### src/rtl/arb4_rr_stream_if.sv
// Bundle shared between the four-requester round-robin arbiter and its environment.
// The slave side is the arbiter; the master side drives requests and the downstream ready.
interface arb4_rr_stream_if #(
  parameter int DATA_W = 32
);
  logic [3:0]        req;
  logic [DATA_W-1:0] data0;
  logic [DATA_W-1:0] data1;
  logic [DATA_W-1:0] data2;
  logic [DATA_W-1:0] data3;
  logic [3:0]        grant;
  logic [1:0]        sel;
  logic [3:0]        ack;
  logic              out_valid;
  logic [DATA_W-1:0] out_data;
  logic              out_ready;

  modport master (
    output req, data0, data1, data2, data3, out_ready,
    input  grant, sel, ack, out_valid, out_data
  );

  modport slave (
    input  req, data0, data1, data2, data3, out_ready,
    output grant, sel, ack, out_valid, out_data
  );
endinterface

### src/rtl/arb4_rr_stream.sv
// Round-robin arbiter sharing one 4-to-1 muxed valid/ready stream between four requesters.
// Optional burst hold (up to MAX_BURST beats per grant) is compiled in with ARB4_BURST_EN.
//
//   state  | meaning
//   -------+-----------------------------------------------------------
//   S_IDLE | no grant; arbitrate over req from ptr each cycle
//   S_GNT  | grant = one-hot(sel); stream presents data[sel] while req[sel]
module arb4_rr_stream #(
  parameter int DATA_W    = 32,
  parameter int MAX_BURST = 4
) (
  input logic              clk,
  input logic              reset_n,
  arb4_rr_stream_if.slave  bus
);

  typedef enum logic {
    S_IDLE,
    S_GNT
  } state_t;

  if (MAX_BURST < 1 || MAX_BURST > 16) begin : g_bad_max_burst
    $error("arb4_rr_stream: MAX_BURST must be in 1..16");
  end

  state_t            state, state_nxt;
  logic [3:0]        grant, grant_nxt;
  logic [1:0]        sel, sel_nxt;
  logic [1:0]        ptr, ptr_nxt;
  logic              valid;
  logic              beat;
  logic              burst_end;
  logic              release_gnt;
  logic [DATA_W-1:0] data_mux;
  logic [1:0]        arb_base;
  logic [3:0]        arb_req;
  logic [2:0]        arb_res;
  logic              arb_found;
  logic [1:0]        arb_idx;

  // Returns {found, index}; scanning from base+4 down to base+1 lets base+1 win.
  function automatic logic [2:0] rr_pick(input logic [1:0] base, input logic [3:0] r);
    logic [2:0] res;
    logic [1:0] idx;
    res = 3'b000;
    for (int k = 3; k >= 0; k--) begin
      idx = base + 2'(k + 1);
      if (r[idx]) res = {1'b1, idx};
    end
    return res;
  endfunction

  always_comb begin
    data_mux = '0;
    unique case (sel)
      2'd0: data_mux = bus.data0;
      2'd1: data_mux = bus.data1;
      2'd2: data_mux = bus.data2;
      2'd3: data_mux = bus.data3;
    endcase
  end

  assign valid = (state == S_GNT) && bus.req[sel];
  assign beat  = valid && bus.out_ready;

  assign bus.grant     = grant;
  assign bus.sel       = sel;
  assign bus.out_valid = valid;
  assign bus.out_data  = valid ? data_mux : '0;
  assign bus.ack       = grant & {4{beat}};

  // On release the holder is masked out so it cannot immediately win again.
  assign arb_base  = (state == S_IDLE) ? ptr : sel;
  assign arb_req   = (state == S_IDLE) ? bus.req : (bus.req & ~grant);
  assign arb_res   = rr_pick(arb_base, arb_req);
  assign arb_found = arb_res[2];
  assign arb_idx   = arb_res[1:0];

`ifdef ARB4_BURST_EN
  localparam logic [3:0] LAST_BEAT = 4'(MAX_BURST - 1);
  logic [3:0] cnt, cnt_nxt;
  assign burst_end = (cnt == LAST_BEAT);
`else
  assign burst_end = 1'b1;
`endif

  always_comb begin
    state_nxt   = state;
    grant_nxt   = grant;
    sel_nxt     = sel;
    ptr_nxt     = ptr;
    release_gnt = 1'b0;
`ifdef ARB4_BURST_EN
    cnt_nxt     = cnt;
`endif
    unique case (state)
      S_IDLE: begin
        if (arb_found) begin
          state_nxt = S_GNT;
          grant_nxt = 4'b0001 << arb_idx;
          sel_nxt   = arb_idx;
`ifdef ARB4_BURST_EN
          cnt_nxt   = '0;
`endif
        end
      end
      S_GNT: begin
        release_gnt = !bus.req[sel] || (beat && burst_end);
        if (release_gnt) begin
          ptr_nxt = sel;
          if (arb_found) begin
            grant_nxt = 4'b0001 << arb_idx;
            sel_nxt   = arb_idx;
`ifdef ARB4_BURST_EN
            cnt_nxt   = '0;
`endif
          end else begin
            state_nxt = S_IDLE;
            grant_nxt = '0;
          end
`ifdef ARB4_BURST_EN
        end else if (beat) begin
          cnt_nxt = cnt + 4'd1;
`endif
        end
      end
    endcase
  end

  // ptr resets to 3 so requester 0 is first in line after reset.
  always_ff @(posedge clk) begin
    if (!reset_n) begin
      state <= S_IDLE;
      grant <= '0;
      sel   <= '0;
      ptr   <= 2'd3;
`ifdef ARB4_BURST_EN
      cnt   <= '0;
`endif
    end else begin
      state <= state_nxt;
      grant <= grant_nxt;
      sel   <= sel_nxt;
      ptr   <= ptr_nxt;
`ifdef ARB4_BURST_EN
      cnt   <= cnt_nxt;
`endif
    end
  end

endmodule

### src/flat_wrapper.sv
// flat-port wrapper written by rule: the top's interface ports become plain ports
module arb4_rr_stream_flat 
#(
  parameter int DATA_W    = 32,
  parameter int MAX_BURST = 4
)
  (clk, reset_n, bus_req, bus_data0, bus_data1, bus_data2, bus_data3, bus_out_ready, bus_grant, bus_sel, bus_ack, bus_out_valid, bus_out_data);
  arb4_rr_stream_if #(.DATA_W(DATA_W)) bus_i ();
  input logic clk;
  input logic reset_n;
  input wire logic [$bits(bus_i.req)-1:0] bus_req;
  input wire logic [$bits(bus_i.data0)-1:0] bus_data0;
  input wire logic [$bits(bus_i.data1)-1:0] bus_data1;
  input wire logic [$bits(bus_i.data2)-1:0] bus_data2;
  input wire logic [$bits(bus_i.data3)-1:0] bus_data3;
  input wire logic [$bits(bus_i.out_ready)-1:0] bus_out_ready;
  output wire logic [$bits(bus_i.grant)-1:0] bus_grant;
  output wire logic [$bits(bus_i.sel)-1:0] bus_sel;
  output wire logic [$bits(bus_i.ack)-1:0] bus_ack;
  output wire logic [$bits(bus_i.out_valid)-1:0] bus_out_valid;
  output wire logic [$bits(bus_i.out_data)-1:0] bus_out_data;
  assign bus_i.req = bus_req;
  assign bus_i.data0 = bus_data0;
  assign bus_i.data1 = bus_data1;
  assign bus_i.data2 = bus_data2;
  assign bus_i.data3 = bus_data3;
  assign bus_i.out_ready = bus_out_ready;
  assign bus_grant = bus_i.grant;
  assign bus_sel = bus_i.sel;
  assign bus_ack = bus_i.ack;
  assign bus_out_valid = bus_i.out_valid;
  assign bus_out_data = bus_i.out_data;
  arb4_rr_stream #(.DATA_W(DATA_W), .MAX_BURST(MAX_BURST)) u_core (.clk(clk), .reset_n(reset_n), .bus(bus_i));
endmodule
### config.mk
export PLATFORM = sky130hd
export DESIGN_NAME = arb4_rr_stream_flat
export DESIGN_NICKNAME = d
export VERILOG_FILES = /design/src/rtl/arb4_rr_stream_if.sv /design/src/rtl/arb4_rr_stream.sv /design/src/flat_wrapper.sv
export SDC_FILE = /design/constraint.sdc
export NUM_CORES = 1
export LEC_CHECK = 0
export BUFFER_PORTS_ARGS = -buffer_cell sky130_fd_sc_hd__buf_4
export CAP_MARGIN = 10
export CORE_MARGIN = 2
export CORE_UTILIZATION = 37
export CTS_CLUSTER_DIAMETER = 120
export DETAILED_ROUTE_END_ITERATION = 12
export PLACE_DENSITY = 0.95
export SLEW_MARGIN = 20
export SYNTH_ARGS = -nofsm -noshare
export SYNTH_HDL_FRONTEND = slang
export SYNTH_SLANG_ARGS = --single-unit
### constraint.sdc
create_clock -name clk -period 2.58 [get_ports clk]
set_input_delay 0.387 -clock clk [delete_from_list [all_inputs] [get_ports clk]]
set_output_delay 0.387 -clock clk [all_outputs]
set_load 0.03 [all_outputs]
# --- Word level (Yosys, flattened, before mapping) ---
# Cells that the tools add are included.
word_totals:
  ff_bits: 9
  input_bits: 135
  output_inout_bits: 43
  wordCells: 57
op_classes:
  addsub: 3
  magnitude_cmp: 5
  n_eq_ne: 5
  shifts: 1
  n_mux: 28
  bitwise_logic: 4
  n_reduce_logical: 7
op_table:
  columns: ["operator", "count"]
  rows:
  - ["32-bit one-hot mux with 4 select lines", 1]
  - ["32-bit 2-to-1 mux", 1]
  - ["4-bit 2-to-1 mux", 4]
  - ["2-bit by 3-bit less-than comparator with 1-bit output (second input constant)", 5]
  - ["3-bit 2-to-1 mux", 4]
  - ["1-bit binary-select mux with 2-bit select", 5]
  - ["4-bit AND", 2]
  - ["4-bit one-hot mux with 2 select lines", 1]
  - ["1-bit 2-to-1 mux", 7]
  - ["2-bit 2-to-1 mux", 3]
  - ["2-bit adder (second input constant)", 2]
  - ["2-bit == test (second input constant)", 2]
  - ["4-bit inverter", 1]
  - ["2-bit one-hot mux with 2 select lines", 1]
  - ["2-bit AND reduction", 2]
  - ["1-bit by 2-bit left shift with 4-bit output (first input constant)", 1]
  - ["2-bit by 1-bit adder with 2-bit output (second input constant)", 1]
  - ["2-bit by 1-bit == test with 1-bit output (second input constant)", 1]
  - ["1-bit logical AND", 2]
  - ["2-bit zero test", 1]
  - ["2-bit by 1-bit inequality test with 1-bit output (second input constant)", 1]
  - ["2-bit inequality test (second input constant)", 1]
  - ["1-bit one-hot mux with 2 select lines", 1]
  - ["1-bit zero test", 1]
  - ["other kinds (2)", 2]

# --- Logic depth before layout (Yosys ltp) ---
depth:
  ltp_word: 13
  mapped_depth: 7
  ltp_nobuf: 6

# --- Worst setup path after synthesis ---
# OpenSTA, ideal clock, no wires.
synth_path:
  kind: "register -> output"
  startpoint: "register u_core.sel[0] (netlist: u_core.bus.sel[0])"
  endpoint: "output port bus_out_data[10]"
  arrival_time_ns: 1.795
  path_slack_ns: 0.398
  stages_incl_launch_ff: 5
  path_buffers: 2
  cell_sequence: "dfxtp_1 > buf_6 > buf_2 > mux4_2 > and3_1"
synth_via:
  elab_chain_len: 4
  elab_cells_between_ends: 9
  cone_classes: "eq/ne (3); mux (4); reduce/logical (2)"
synth_rtl:
  columns: ["element", "line_no", "text"]
  rows:
  - ["from (decl)", "arb4_rr_stream.sv:28", "logic [1:0] sel, sel_nxt;"]
  - ["from (signal assigned)", "arb4_rr_stream.sv:143", "sel <= sel_nxt;"]
  - ["1-bit binary-select mux with 2-bit select", "arb4_rr_stream.sv:63", "assign valid = (state == S_GNT) && bus.req[sel];"]
  - ["1-bit 2-to-1 mux (not written as such)", "arb4_rr_stream.sv:63", null]
  - ["1-bit logical AND", "arb4_rr_stream.sv:63", null]
  - ["32-bit 2-to-1 mux *", "arb4_rr_stream.sv:69", "assign bus.out_data = valid ? data_mux : '0;"]
  - ["to (decl)", "flat_wrapper.sv:21", "output wire logic [$bits(bus_i.out_data)-1:0] bus_out_data;"]
# Every way passes the cells marked *; elsewhere a longest branch is shown, timed or not. The select of a mux whose other input is x is not followed.

# --- Worst setup path after layout ---
layout_path:
  startpoint: "register u_core.state"
  endpoint: "register u_core.grant[1] (netlist: u_core.bus.grant[1])"
layout_via:
  elab_chain_len: 11
  elab_cells_between_ends: 29
  cone_classes: "add/sub (3); eq/ne (2); shift (1); mux (18); bitwise (1); reduce/logical (4)"
layout_rtl:
  columns: ["element", "line_no", "text"]
  rows:
  - ["from (decl)", "arb4_rr_stream.sv:26", "state_t state, state_nxt;"]
  - ["from (signal assigned)", "arb4_rr_stream.sv:141", "state <= state_nxt;"]
  - ["2-bit 2-to-1 mux / 4-bit 2-to-1 mux (equally long branches)", "arb4_rr_stream.sv:73, arb4_rr_stream.sv:74", null]
  - ["2-bit adder / 1-bit binary-select mux with 2-bit select (equally long branches)", "arb4_rr_stream.sv:47, arb4_rr_stream.sv:48", null]
  - ["1-bit binary-select mux with 2-bit select / 1-bit 2-to-1 mux (equally long branches)", "arb4_rr_stream.sv:48", "if (r[idx]) res = {1'b1, idx};"]
  - ["1-bit 2-to-1 mux (not written as such) / 3-bit 2-to-1 mux (equally long branches)", "arb4_rr_stream.sv:48", null]
  - ["3-bit 2-to-1 mux (3 in series)", "arb4_rr_stream.sv:48", null]
  - ["1-bit by 2-bit left shift with 4-bit output", "arb4_rr_stream.sv:100, arb4_rr_stream.sv:112", null]
  - ["4-bit 2-to-1 mux", "arb4_rr_stream.sv:111", "if (arb_found) begin"]
  - ["4-bit 2-to-1 mux", "arb4_rr_stream.sv:109", "if (release_gnt) begin"]
  - ["4-bit one-hot mux with 2 select lines", "arb4_rr_stream.sv:96", "unique case (state)"]
  - ["to (signal assigned)", "arb4_rr_stream.sv:142", "grant <= grant_nxt;"]
  - ["to (decl)", "arb4_rr_stream.sv:27", "logic [3:0] grant, grant_nxt;"]
# Several ways; a longest one is shown, not always the timed one. The select of a mux whose other input is x is not followed.
# A chain may end at the register's enable or synchronous reset.

==> impl_metrics.ini <==
[clock_tree]
ctsResizeCount = 0
cts_sinks = 9
cts_buffers = 3
cts.clk_slew.worst_paths_ns = 0.04
postCtsHoldBufs = 0
htreeDepth = 1
cts-root-buf = clkbuf_8
cts_tree = built
insertion_delay_ns = 0.23
cts_setup_buffers = 0
clockBufferDepth = 2

[finish]
area_growth_pct = 88.94
mostFrequentLayoutCell = buf_4
final_cell_mix = buf_4 (181), and3_1 (36), mux4_2 (33), dfxtp_1 (8)
layout.nets = 448
final_util = 0.7376
drive_gt1_frac = 0.7340
stdcell_area_um2 = 2993
fin_cells = 362
antenna_cells = 0

[placed_design]
dp_cells = 358
port_buffers = 177
hpwl_mm = 6.096
placed_area_um2 = 2948
place.gp.congestion = 0.9439

[grt]
grt_start_max_net_pins = 37
grt_overflow = 0
antenna_found_initial = 0
grt_pass1_vias = 2243
grt_pass1_wl_mm = 11.34
track_usage = 0.2956

[floorplan]
fp.dieH_um = 69.43
rows = 23
dieWidth_um = 69.43
dieArea_um2 = 4821
coreArea_um2 = 4058
io_pins = 178
initial_core_util = 0.3904

[logic_synthesis]
synth_cell_types = 33
muxShareOfSynthArea = 0.4976
synth_xor_area_frac = 0
netlist_area_um2 = 1584
synthAdderAreaFrac = 0
yosysTopAreaCellShare = 0.4692
ys_top_cells_by_area = mux4_2 (47%), and3_1 (14%), dfxtp_1 (11%)
syn_nets = 277
synth_area_leader_cell = mux4_2
synth_top_family_by_area = multiplexers
synth-seq-cells = 9
ys_warn_count = 0
synth_cells = 142
post_synth.cell_area_avg_um2 = 11.16
synthSimpleGateAreaFrac = 0.1904
seq_area_frac_synth = 0.1137
synth_compound_area_frac = 0.1367

[detailed_routing]
drc = 0
via_count = 2064
wl_per_cell_um = 20.12
wl_met2_mm = 4.073
routed.top_layer = met4
m1WireLength_mm = 2.464
detail-route-antenna-nets = 0
vias_per_cell = 5.702
wirelength_mm = 7.283
dr_wl_met3_um = 511
drt_iter0_markers = 128
first_pass_iters = 6

[setup_path]
worstReg2RegEnd = u_core.bus.grant[1]$_SDFFE_PN0P_
crit_required_ns = 2.70
cp_max_fo = 22
r2r_start = u_core.state$_SDFF_PN0_
startpoint_type = flip-flop
ff2ff_setup_slack_ns = 0.31
cp-end-kind = flip-flop
path_class = reg2reg
reg2regPathDepth = 5
critPathArrivalTime_ns = 2.39

[power]
p_leak_nw = 1.525
peakVddDrop_uv = 360.4
powerDensity_nw_per_um2 = 436.8

[timing]
final-max-slew-violation-count = 0
timing.final.crit_share = 0.8807
slew_headroom = 0.5201
timing.final.crit_period_ns = 2.272
timing.hold.ws_ns = 0.3643
finClkSkew_ns = 0.0007053
finalSetupTns_ns = 0
rsz0062_at_grt = no
hold_viol_final = 0
setup_viol_count_final = 0
max_freq_mhz = 440.1
worst_slew_pin_slew_ns = 0.7189

[outcome]
outcome = complete, no violations

[job]
max_cap_violations = 0

[min_path]
min_to = u_core.ptr[0]$_SDFFE_PN1P_
min_from = reset_n
hold_depth = 2
hold_class = in2reg
## cell families (layout without fill, tap and decap cells)
logic type	Yosys count	after routing
AND/OR/NAND/NOR	51	51
AO/OA/AOI/OAI	24	24
multiplexers	37	37
buffers and inverters	21	191
flip-flops	9	9
## metal layers
| layer | vias up | GRT usage |
|---|---|---|
| met1 | 992 | 0.3312 |
| met3 | 21 | 0.04215 |
| li1 | 930 | - |
| met4 | 0 | 0.09586 |
| met5 | - | 0 |
| met2 | 121 | 0.5673 |
## metrics by stage
step           worst slack (ns)  power (W)
6_report                 0.3077   0.001307
3_5_place_dp             0.3334   0.001148
5_1_grt                 0.09213   0.001378
3_3_place_gp             0.4708   0.001117
2_1_floorplan            0.3976  0.0007803
4_1_cts                  0.3172   0.001309
## final cells by class
class	instances	area, µm²
tap	50	62.56
clock buffer	4	45.04
inverter	5	18.77
sequential	9	181.4
timing repair buffer	182	1379
fill	299	1065
multi-input combinational	112	1306
## synth_stat cells
library cell and instances:
mux4_2 33, a21bo_2 3, nor3_1 2, nor3_2 1
clkbuf_1 8, nand3_1 1, o31a_1 2, and2_0 1
a22o_1 2, a221oi_2 1, nand2b_1 1, o2bb2ai_1 2
inv_2 1, and3_1 36, dfxtp_1 9, a21oi_1 1
buf_2 6, or2_1 1, a211oi_1 2, mux2i_1 2
nand2_2 1, nand2_1 4, a21boi_0 4, o21a_1 2
buf_6 1, inv_1 4, o22ai_1 3, mux2_2 1
buf_4 1, a2bb2oi_4 1, o221ai_1 1, nor2_1 3
mux2i_2 1
## worst max path at each step
| stage | to | depth (start not counted) | start |
|---|---|---|---|
| after floorplan | bus_out_data[10] | 4 | u_core.bus.sel[0]$_SDFFE_PN0P_ |
| after global placement | u_core.bus.grant[1]$_SDFFE_PN0P_ | 5 | u_core.state$_SDFF_PN0_ |
| after detailed placement | u_core.bus.grant[1]$_SDFFE_PN0P_ | 5 | u_core.state$_SDFF_PN0_ |
| after CTS | u_core.bus.grant[1]$_SDFFE_PN0P_ | 5 | u_core.state$_SDFF_PN0_ |
| after global routing | u_core.bus.grant[1]$_SDFFE_PN0P_ | 5 | u_core.state$_SDFF_PN0_ |
| final | u_core.bus.grant[1]$_SDFFE_PN0P_ | 5 | u_core.state$_SDFF_PN0_ |
## power by group
part | leakage, nW | total [W] | switching [W] | internal [W]
logic | 1.43 | 0.000958 | 0.000458 | 0.000501
clock network | 0.0228 | 0.000161 | 0.0000534 | 0.000107
registers | 0.0748 | 0.000188 | 0.0000280 | 0.000160
## critical path, stage by stage, from the launching register on
cell and delay (ns):
dfxtp_1 0.78, mux2i_2 0.46, o22ai_1 0.17, a221oi_2 0.44, inv_1 0.11, a22o_1 0.20
## sequential cells by signal, summed over array words and instances (netlist names)
name,count
u_core.ptr,2
u_core.bus.grant,4
u_core.bus.sel,2
u_core.state,1
Power figures use the tool's default switching activity.
